**config.mk**
```make
export PLATFORM = sky130hd
export DESIGN_NAME = lvds_rx_deframer
export DESIGN_NICKNAME = d
export VERILOG_FILES = /design/src/rtl/lvds_rx_pkg.sv /design/src/rtl/lvds_rx_lock_ctrl.sv /design/src/rtl/lvds_rx_deframer.sv
export SDC_FILE = /design/constraint.sdc
export NUM_CORES = 1
export LEC_CHECK = 0
export BUFFER_PORTS_ARGS = -buffer_cell sky130_fd_sc_hd__buf_2
export CAP_MARGIN = 10
export CORE_UTILIZATION = 60
export DETAILED_ROUTE_END_ITERATION = 12
export PLACE_DENSITY_LB_ADDON = 0.08
export SETUP_SLACK_MARGIN = 0.3
export SLEW_MARGIN = 20
export SYNTH_ARGS = -nofsm -noshare
export SYNTH_HDL_FRONTEND = slang
export SYNTH_SLANG_ARGS = --single-unit
```
**constraint.sdc**
```tcl
create_clock -name i_ddr_clk -period 5 [get_ports i_ddr_clk]
set_clock_uncertainty 0.05 [all_clocks]
set_input_delay 1.25 -clock i_ddr_clk [delete_from_list [all_inputs] [get_ports i_ddr_clk]]
set_output_delay 1.25 -clock i_ddr_clk [all_outputs]
set_load 0.01 [all_outputs]
```
**src/rtl/lvds_rx_pkg.sv**
```systemverilog
// Shared types and constants for the LVDS receive deframer.
// Frame/lock state encodings, default sync dibits, word width helper.
package lvds_rx_pkg;

  typedef enum logic [1:0] {
    S_IDLE = 2'b00,
    S_I    = 2'b01,
    S_Q    = 2'b11
  } frame_state_e;

  typedef enum logic {
    L_HUNT   = 1'b0,
    L_LOCKED = 1'b1
  } lock_state_e;

  localparam logic [1:0] I_SYNC_DEF = 2'b10;
  localparam logic [1:0] Q_SYNC_DEF = 2'b01;

  function automatic int word_w(input int half);
    return 4 * half;
  endfunction

endpackage

```
**src/rtl/lvds_rx_lock_ctrl.sv**
```systemverilog
// HUNT/LOCKED alignment tracker with good/bad frame hysteresis.
// In: clk, rst, enable, good/bad pulses. Out: locked, locked_nxt.
module lvds_rx_lock_ctrl
  import lvds_rx_pkg::*;
#(
  parameter int LOCK_FRAMES   = 4,
  parameter int UNLOCK_ERRORS = 3
) (
  input  logic i_clk,
  input  logic i_rst,
  input  logic i_enable,
  input  logic i_good,
  input  logic i_bad,
  output logic o_locked,
  output logic o_locked_nxt
);

  localparam int GW = $clog2(LOCK_FRAMES + 1);
  localparam int BW = $clog2(UNLOCK_ERRORS + 1);
  localparam logic [GW-1:0] G_LAST = GW'(LOCK_FRAMES - 1);
  localparam logic [BW-1:0] B_LAST = BW'(UNLOCK_ERRORS - 1);

  lock_state_e   state_q, state_d;
  logic [GW-1:0] good_cnt_q, good_cnt_d;
  logic [BW-1:0] bad_cnt_q, bad_cnt_d;

  always_ff @(posedge i_clk) begin
    if (i_rst) begin
      state_q    <= L_HUNT;
      good_cnt_q <= '0;
      bad_cnt_q  <= '0;
    end else begin
      state_q    <= state_d;
      good_cnt_q <= good_cnt_d;
      bad_cnt_q  <= bad_cnt_d;
    end
  end

  always_comb begin
    state_d    = state_q;
    good_cnt_d = good_cnt_q;
    bad_cnt_d  = bad_cnt_q;
    if (!i_enable) begin
      state_d    = L_HUNT;
      good_cnt_d = '0;
      bad_cnt_d  = '0;
    end else begin
      case (state_q)
        L_HUNT: begin
          if (i_good) begin
            if (good_cnt_q == G_LAST) begin
              state_d    = L_LOCKED;
              good_cnt_d = '0;
            end else begin
              good_cnt_d = good_cnt_q + GW'(1);
            end
          end else if (i_bad) begin
            good_cnt_d = '0;
          end
        end
        L_LOCKED: begin
          if (i_bad) begin
            if (bad_cnt_q == B_LAST) begin
              state_d   = L_HUNT;
              bad_cnt_d = '0;
            end else begin
              bad_cnt_d = bad_cnt_q + BW'(1);
            end
          end else if (i_good) begin
            bad_cnt_d = '0;
          end
        end
        default: state_d = L_HUNT;
      endcase
    end
  end

  // locked_nxt lets the frame logic act on this frame's lock update
  always_comb begin
    o_locked     = (state_q == L_LOCKED);
    o_locked_nxt = (state_d == L_LOCKED);
  end

endmodule

```
**src/rtl/lvds_rx_deframer.sv**
```systemverilog
// Assembles I/Q dibit frames into FIFO words, tracks lock and stats.
// In: ddr clk/data, rst, enable, push mode, tag, clear, fifo full. Out: fifo strobe/data, lock, counters.
module lvds_rx_deframer
  import lvds_rx_pkg::*;
#(
  parameter int         HALF_DIBITS   = 8,
  parameter logic [1:0] I_SYNC        = I_SYNC_DEF,
  parameter logic [1:0] Q_SYNC        = Q_SYNC_DEF,
  parameter int         LOCK_FRAMES   = 4,
  parameter int         UNLOCK_ERRORS = 3,
  parameter int         CNT_W         = 16
) (
  input  logic                     i_ddr_clk,
  input  logic                     i_rst,
  input  logic [1:0]               i_ddr_data,
  input  logic                     i_enable,
  input  logic                     i_push_unlocked,
  input  logic                     i_sync_input,
  input  logic                     i_clear_stats,
  input  logic                     i_fifo_full,
  output logic                     o_fifo_write_clk,
  output logic                     o_fifo_push,
  output logic [4*HALF_DIBITS-1:0] o_fifo_data,
  output logic                     o_locked,
  output logic [CNT_W-1:0]         o_frame_err_cnt,
  output logic [CNT_W-1:0]         o_drop_cnt,
  output logic                     o_overflow,
  output logic [1:0]               o_debug_state
);

  localparam int W  = word_w(HALF_DIBITS);
  localparam int DW = $clog2(HALF_DIBITS);
  localparam logic [DW-1:0] I_LAST = DW'(HALF_DIBITS - 1);
  localparam logic [DW-1:0] Q_LAST = DW'(HALF_DIBITS - 2);

  frame_state_e     state_q, state_d;
  logic [DW-1:0]    cnt_q, cnt_d;
  logic [W-1:0]     sr_q, sr_d;
  logic [W-1:0]     data_q, data_d;
  logic [CNT_W-1:0] err_q, err_d;
  logic [CNT_W-1:0] drop_q, drop_d;
  logic tag_q, tag_d;
  logic good_q, good_d;
  logic bad_q, bad_d;
  logic push_q, push_d;
  logic ovf_q, ovf_d;
  logic full_q;
  logic locked, locked_nxt;
  logic elig;

  lvds_rx_lock_ctrl #(
    .LOCK_FRAMES  (LOCK_FRAMES),
    .UNLOCK_ERRORS(UNLOCK_ERRORS)
  ) u_lock (
    .i_clk       (i_ddr_clk),
    .i_rst       (i_rst),
    .i_enable    (i_enable),
    .i_good      (good_q),
    .i_bad       (bad_q),
    .o_locked    (locked),
    .o_locked_nxt(locked_nxt)
  );

  always_ff @(posedge i_ddr_clk) begin
    if (i_rst) begin
      state_q <= S_IDLE;
      cnt_q   <= '0;
      sr_q    <= '0;
      tag_q   <= 1'b0;
      good_q  <= 1'b0;
      bad_q   <= 1'b0;
      full_q  <= 1'b0;
      push_q  <= 1'b0;
      data_q  <= '0;
      err_q   <= '0;
      drop_q  <= '0;
      ovf_q   <= 1'b0;
    end else begin
      state_q <= state_d;
      cnt_q   <= cnt_d;
      sr_q    <= sr_d;
      tag_q   <= tag_d;
      good_q  <= good_d;
      bad_q   <= bad_d;
      full_q  <= i_fifo_full;
      push_q  <= push_d;
      data_q  <= data_d;
      err_q   <= err_d;
      drop_q  <= drop_d;
      ovf_q   <= ovf_d;
    end
  end

  always_comb begin
    state_d = state_q;
    cnt_d   = cnt_q;
    if (!i_enable) begin
      state_d = S_IDLE;
      cnt_d   = '0;
    end else begin
      case (state_q)
        S_IDLE: begin
          if (i_ddr_data == I_SYNC) begin
            state_d = S_I;
            cnt_d   = '0;
          end
        end
        S_I: begin
          if (cnt_q == I_LAST) begin
            cnt_d   = '0;
            state_d = (i_ddr_data == Q_SYNC) ? S_Q : S_IDLE;
          end else begin
            cnt_d = cnt_q + DW'(1);
          end
        end
        S_Q: begin
          if (cnt_q == Q_LAST) begin
            cnt_d   = '0;
            state_d = S_IDLE;
          end else begin
            cnt_d = cnt_q + DW'(1);
          end
        end
        default: state_d = S_IDLE;
      endcase
    end
  end

  // The last Q dibit loads the finished word, so sr_q holds it for
  // exactly the cycle in which the push decision is registered.
  always_comb begin
    sr_d   = sr_q;
    tag_d  = tag_q;
    good_d = 1'b0;
    bad_d  = 1'b0;
    if (i_enable) begin
      case (state_q)
        S_IDLE: begin
          if (i_ddr_data == I_SYNC) begin
            sr_d  = {sr_q[W-3:0], i_ddr_data};
            tag_d = i_sync_input;
          end else if (good_q && locked_nxt) begin
            bad_d = 1'b1;
          end
        end
        S_I: begin
          sr_d = {sr_q[W-3:0], i_ddr_data};
          if (cnt_q == I_LAST && i_ddr_data != Q_SYNC) begin
            bad_d = 1'b1;
          end
        end
        S_Q: begin
          if (cnt_q == Q_LAST) begin
            sr_d   = {sr_q[W-3:0], i_ddr_data[1], tag_q};
            good_d = 1'b1;
          end else begin
            sr_d = {sr_q[W-3:0], i_ddr_data};
          end
        end
        default: ;
      endcase
    end
  end

  always_comb begin
    elig   = i_enable && good_q && (locked_nxt || i_push_unlocked);
    push_d = elig && !full_q;
    data_d = push_d ? sr_q : data_q;
    err_d  = err_q;
    drop_d = drop_q;
    ovf_d  = ovf_q;
    if (i_enable && bad_q && err_q != '1) begin
      err_d = err_q + CNT_W'(1);
    end
    if (elig && full_q) begin
      ovf_d = 1'b1;
      if (drop_q != '1) begin
        drop_d = drop_q + CNT_W'(1);
      end
    end
    if (i_clear_stats) begin
      err_d  = '0;
      drop_d = '0;
      ovf_d  = 1'b0;
    end
  end

  assign o_fifo_write_clk = i_ddr_clk;
  assign o_fifo_push      = push_q;
  assign o_fifo_data      = data_q;
  assign o_locked         = locked;
  assign o_frame_err_cnt  = err_q;
  assign o_drop_cnt       = drop_q;
  assign o_overflow       = ovf_q;
  assign o_debug_state    = state_q;

endmodule

```
==> reports/metrics.yaml, run 1 <==
power_and_ir_drop:
  max-vdd-ir-drop_mv: 0.2681
  pwr-share-comb_pct: 2.7
  clockPowerShare_pct: 55.9
  leakage_nw: 2.181
  swShare_pct: 21.63
  p_sw_mw: 0.4742
  p_int_mw: 1.719
  power_density_nw_per_um2: 367.2
  pwr-share-seq_pct: 41.3
critical_path:
  cp-start-kind: "clock port"
  slowest_delay_ns: 0.13
  reg2reg_to: "o_drop_cnt[2]"
  r2r-start: "o_drop_cnt[0]"
  path_max_fanout: 2
  worstSetupPathType: "clock port to primary output"
  r2r_slack_ns: 2.67
  cpMostUsedCell: "clkbuf_8"
  end_kind: "primary output"
  critPathRequiredTime_ns: 3.70
  cp_slowest_cell: "buf_2"
  path_buf_inv: 3
  path_delay_family: "buffers and inverters"
  cp_cell_sequence: "clkbuf_8, clkbuf_8, buf_2"
  reg2reg_depth: 5
  cp.arrival_ns: 2.86
global_routing:
  grt_pass1_vias: 4507
  grt_usage_pct: 29.72
  grt_max_degree: 56
  grt_pass1_wl_um: 20440
  grt_overflow_total: 0
  antenna_found_initial: 0
floorplan:
  core_area_um2: 7848
  ioPinCount: 79
  dieArea_um2: 8623
  die_width_um: 92.86
  num_rows: 32
  initial_utilization_pct: 63.12
  dieHeight_um: 92.86
sta:
  rsz0062_at_grt: "false"
  hold_violations: 0
  finalMaxSlewViolations: 0
  setup_viol: 0
  worst_pin_slew_ns: 0.8894
  relSlewSlack_pct: 40.71
  holdWs_ns: 0.4191
  tns_ns: 0
min_path:
  worstHoldStart: "sr_q[24]"
  hold_depth: 2
  hold-path-endpoint: "sr_q[26]"
  hp-class: "register to register"
routing:
  dr_wl_met2_um: 5920
  wl_um: 12150
  dr.max_layer_used: "met4"
  drt-met1-wl_um: 5235
  vias: 4782
  dr.pass1.iters: 6
  avgRoutedWirePerCell_um: 15.65
  antenna_left: 0
  drc_errors: 0
  route.met3.wl_um: 839
  avgViaCountPerCell: 6.162
  drt-initial-drc-count: 310
synthesis:
  synth_fa_ha_area_share_pct: 1.516
  synth.area.top_cells: "dfxtp_1 46%, a21oi_1 8.5%, nand2_1 7.3%, nand3_1 4.6%, o21ai_0 4.2%"
  synth_commonest_cells: "113 x dfxtp_1, 96 x nand2_1, 84 x a21oi_1, 46 x nand3_1, 42 x o21ai_0"
  yosys_most_used_dff: "dfxtp_1"
  synthMuxAreaShare_pct: 3.637
  synth-seq-cells: 113
  syn_area_um2: 4954
  synth_most_common_cell: "dfxtp_1"
  syn_inst: 605
  synth-edff-count: 0
  yosysTopAreaCellShare_pct: 45.67
  synth_nets: 620
  synthArstFlopShare_pct: 0
  post-synth-top-area-cell: "dfxtp_1"
  synth_top_family_by_area: "simple AND/OR/NAND/NOR gates"
  synth_compound_area_share_pct: 18.14
  synth_cell_types: 51
  synth-xor-area-share_pct: 0
  avgSynthCellArea_um2: 8.188
  synth-simple-area-share_pct: 26.32
  ys_seq_area_share_pct: 45.67
  yosysWarnings: 0
place:
  placed_cell_area_um2: 5320
  dp_hpwl_um: 7298
  gp_congestion: 0.8669
  io_buffers: 78
cells_and_area:
  nFillCells: 631
  multi_input_area_um2: 2490
  drive_gt1_share_pct: 18.84
  final_nets: 676
  final_cell_area_um2: 5972
  n_antenna_cell: 0
  areaGrowthSynthToFinish_pct: 20.56
  regArea_um2: 2262
clock_tree:
  cts_resized: 0
  clk_pin_slew_ns: 0.05
  cts_tree: "yes"
  cts_hold_buf: 0
  clock_latency_ns: 0.61
  cts_setup_buffers: 0
job:
  drv_cap: 0
outcome:
  status: "finished clean"
## worst reg2reg max path, cell delays in order (launching register included)
cell	delay, ns
dfxtp_1	0.46
ha_1	0.26
nand4_1	0.34
nor4_4	0.72
nand4b_1	0.23
mux2i_1	0.19
## layout by cell type (no fill, tap or decap), types with 4 or more instances in the layout
master,netlist,final
dfxtp_1,113,113
nand2_1,96,96
a21oi_1,84,84
buf_2,10,78
nand3_1,46,46
o21ai_0,42,41
nor2_1,19,19
mux2i_1,18,18
nand4_1,16,16
clkbuf_16,0,16
or3_1,14,14
nor4_1,11,11
nor3_1,8,8
inv_1,7,7
clkbuf_8,0,7
o31ai_1,6,6
ha_1,6,6
or4_1,5,5
nor3b_1,5,5
and2_1,4,4
nor4b_1,4,4
and4_1,4,4
buf_4,2,4
## sequential cells by signal (all words and copies together) (netlist names)
register	flops
o_debug_state	2
good_q	1
u_lock.o_locked	1
u_lock.good_cnt_q	3
o_drop_cnt	16
o_frame_err_cnt	16
sr_q	32
o_fifo_data	32
o_overflow	1
o_fifo_push	1
u_lock.bad_cnt_q	2
tag_q	1
cnt_q	3
full_q	1
bad_q	1
## metal layers
metal / up-vias / GRT usage [%]
met5: - / 0
met4: 0 / 12.82
li1: 2304 / -
met2: 196 / 48.22
met1: 2262 / 36.81
met3: 20 / 8.292
## per-stage QoR
stage / instances / util (%) / power, mW / setup slack (ns)
5_1_grt: 776 / 76.10 / 2.256 / 0.8356
4_1_cts: 775 / 75.62 / 2.200 / 0.8388
3_5_place_dp: 740 / 67.79 / 0.9958 / 1.085
2_1_floorplan: 605 / - / 0.9829 / 1.081
3_3_place_gp: 740 / 67.70 / 0.9941 / 1.085
6_report: 776 / 76.10 / 2.193 / 0.8435
## worst max-delay path by stage
stage	startpoint	endpoint	slack, ns	cells past startpoint
after floorplan	i_ddr_clk	o_fifo_write_clk	1.08	1
after global placement	i_ddr_clk	o_fifo_write_clk	1.09	1
after detailed placement	i_ddr_clk	o_fifo_write_clk	1.09	1
after CTS	i_ddr_clk	o_fifo_write_clk	0.84	3
after global routing	i_ddr_clk	o_fifo_write_clk	0.84	3
final	i_ddr_clk	o_fifo_write_clk	0.84	3
## layout make-up
class	instances	share of cell area [%]
well taps	102	2.137
clock buffers	27	8.590
clock inverters	9	1.781
multi-input cells	435	41.69
repair buffers	82	7.417
flip-flops and latches	113	37.88
inverters	8	0.5028
## kinds of logic after synthesis
family                     Yosys count
and+or+nand+nor                    254
AOI/OAI and AO/OA                  157
muxes                               18
DFF                                113
adders and majority gates            6
buffers and inverters               57
## power by group through the flow
stage               Combinational (mW)  Sequential, mW  Clock, mW
global route                    0.0660           0.906       1.28
finish                          0.0602           0.906       1.23
global placement                0.0572           0.925     0.0121
detailed placement              0.0588           0.925     0.0121
CTS                             0.0592           0.906       1.23
floorplan                       0.0422           0.924     0.0165
No activity file was read; power rests on OpenSTA's default activity.
==> inputs of run 2 (changes only) <==
- CORE_UTILIZATION: 60 -> 51
- clock period: 5 -> 3.8 ns (I/O delays scaled with it)
==> run 2 against run 1 <==
Against the previous run: flip-flop and latch count unchanged; final cell count increased by 3.7%; register-to-register slack lost 1.4 ns; total power up 27%; first-iteration DRC count fell by 21%; worst setup slack got worse by 0.30 ns; combinational power is 32% higher; worst hold slack lost 0.00058 ns; largest power group unchanged; sequential share of layout area up 0.16 points.
==> reports/metrics.yaml, run 2 (synthesis results as in run 1) <==
place:
  io_buffers: 78  # unchanged
  place_ws_ns: 0.7852  # -0.3000 ns
  gp_congestion: 0.8244  # -4.9%
  dp.cells: 770  # +4.1%
  dp_hpwl_um: 7778  # +6.6%
  placed_cell_area_um2: 5369  # +0.92%
routing:
  wl_um: 12040  # -0.92%
  drt-initial-drc-count: 246  # -21%
  vias: 4666  # -2.4%
  avgRoutedWirePerCell_um: 14.95  # -4.5%
  avgViaCountPerCell: 5.796  # -5.9%
  dr.pass1.iters: 5  # -1
  drc_errors: 0  # unchanged
  antenna_left: 0  # unchanged
outcome:
  status: "finished clean"
critical_path:
  reg2reg_depth: 5  # unchanged
  r2r-start: "o_drop_cnt[0]"
  end_kind: "primary output"
  slowest_delay_ns: 0.13  # about the same
  cp_slowest_cell: "buf_2"
  cpMostUsedCell: "clkbuf_8"
  worstSetupPathType: "clock port to primary output"
  cp_cell_sequence: "clkbuf_8, clkbuf_8, buf_2"
  path_buf_inv: 3  # unchanged
  r2r_slack_ns: 1.25  # -1.42 ns
  cp-start-kind: "clock port"
  cp.arrival_ns: 2.25  # -0.61 ns
  path_max_fanout: 2  # unchanged
  path_delay_family: "buffers and inverters"
  critPathRequiredTime_ns: 2.80  # -0.90 ns
  reg2reg_to: "o_drop_cnt[2]"
global_routing:
  grt_usage_pct: 25.29  # -4.4 points
  grt_pass1_vias: 4194  # -6.9%
  grt_pass1_wl_um: 20110  # -1.7%
  antenna_found_initial: 0  # unchanged
  grt_max_degree: 56  # unchanged
  grt_overflow_total: 0  # unchanged
sta:
  tns_ns: 0  # unchanged
  setup_ws_ns: 0.5478  # -0.2957 ns
  finalMaxSlewViolations: 0  # unchanged
  rsz0062_at_grt: "false"
  relSlewSlack_pct: 27.09  # -14 points
  worst_pin_slew_ns: 1.085  # +0.1952 ns
  hold_violations: 0  # unchanged
  setup_viol: 0  # unchanged
min_path:
  worstHoldStart: "o_fifo_data[6]"
  hold_depth: 2  # unchanged
  hold-path-endpoint: "o_fifo_data[6]"
  hp-class: "register to register"
power_and_ir_drop:
  swShare_pct: 23.15  # +1.5 points
  pwr-share-comb_pct: 2.8  # about the same
  pwr-share-seq_pct: 42.7  # +1.4 points
  power_density_nw_per_um2: 468.9  # +28%
  max-vdd-ir-drop_mv: 0.3360  # +25%
  clockPowerShare_pct: 54.4  # -1.5 points
  p_int_mw: 2.143  # +25%
  leakage_nw: 2.130  # -2.3%
  p_sw_mw: 0.6454  # +36%
job:
  drv_cap: 0  # unchanged
clock_tree:
  cts_hold_buf: 0  # unchanged
  cts_resized: 0  # unchanged
  clk_pin_slew_ns: 0.05  # about the same
  cts_tree: "yes"
  cts_setup_buffers: 0  # unchanged
  clock_latency_ns: 0.62  # about the same
cells_and_area:
  n_antenna_cell: 0  # unchanged
  layout.cells.non_filler: 805  # +3.7%
  drive_gt1_share_pct: 19.08  # +0.24 points
  final_common_cell: "dfxtp_1"
  mostFrequentLayoutCells: "113 x dfxtp_1, 96 x nand2_1, 84 x a21oi_1, 78 x buf_2, 46 x nand3_1"
  final_cell_area_um2: 5947  # -0.42%
  areaGrowthSynthToFinish_pct: 20.06
  final_nets: 678  # +0.30%
floorplan:
  num_rows: 35  # +9.4%
  core_area_um2: 9328  # +19%
  ioPinCount: 79  # unchanged
  initial_utilization_pct: 53.11  # -10 points
  dieHeight_um: 100.6  # +8.3%
  dieArea_um2: 10110  # +17%
  die_width_um: 100.6  # +8.3%
[run 2: metal layers]
metal	vias up	GRT usage, %	wire, um
met5	-	0	0
met4	0	10.03	168
met3	17	6.449	562
met2	136	38.94	5571
met1	2211	33.96	5733
li1	2302	-	-
[run 2: area by class of cell]
cell class                      instances  area, um^2
Clock buffer                           23       467.9
Sequential cell                       113        2262
Tap cell                              129       161.4
Multi-Input combinational cell        435        2472
Clock inverter                         13       115.1
Inverter                                8       30.03
Fill cell                             836        3381
Timing Repair Buffer                   84       437.9
[run 2: power groups by stage]
stage / combinational [mW] / clock, mW / sequential [mW]
finish: 0.0794 / 1.52 / 1.19
global route: 0.0871 / 1.61 / 1.19
CTS: 0.0789 / 1.55 / 1.19
detailed placement: 0.0787 / 0.0159 / 1.22
global placement: 0.0773 / 0.0159 / 1.22
floorplan: 0.0556 / 0.0217 / 1.22
[run 2: worst min-delay path, delay by kind of cell, from the launching register on]
kind,cells,cell delay [ns]
compound gates,2,0.12
flops,1,0.30
[run 2: per-stage QoR]
| step | hold WS (ns) | utilization (%) | total power [mW] |
|---|---|---|---|
| after floorplan | 0.3866 | - | 1.293 |
| after global placement | 0.3955 | 57.56 | 1.310 |
| after detailed placement | 0.4065 | 57.56 | 1.312 |
| after CTS | 0.4188 | 63.76 | 2.817 |
| after global routing | 0.4312 | 63.76 | 2.892 |
| final | 0.4186 | 63.76 | 2.788 |
[run 2: worst max path at each step]
stage,start,end,slack (ns),cells after the start
3_3_place_gp,i_ddr_clk,o_fifo_write_clk,0.79,1
5_1_grt,i_ddr_clk,o_fifo_write_clk,0.54,3
2_1_floorplan,i_ddr_clk,o_fifo_write_clk,0.78,1
4_1_cts,i_ddr_clk,o_fifo_write_clk,0.54,3
3_5_place_dp,i_ddr_clk,o_fifo_write_clk,0.79,1
6_report,i_ddr_clk,o_fifo_write_clk,0.55,3
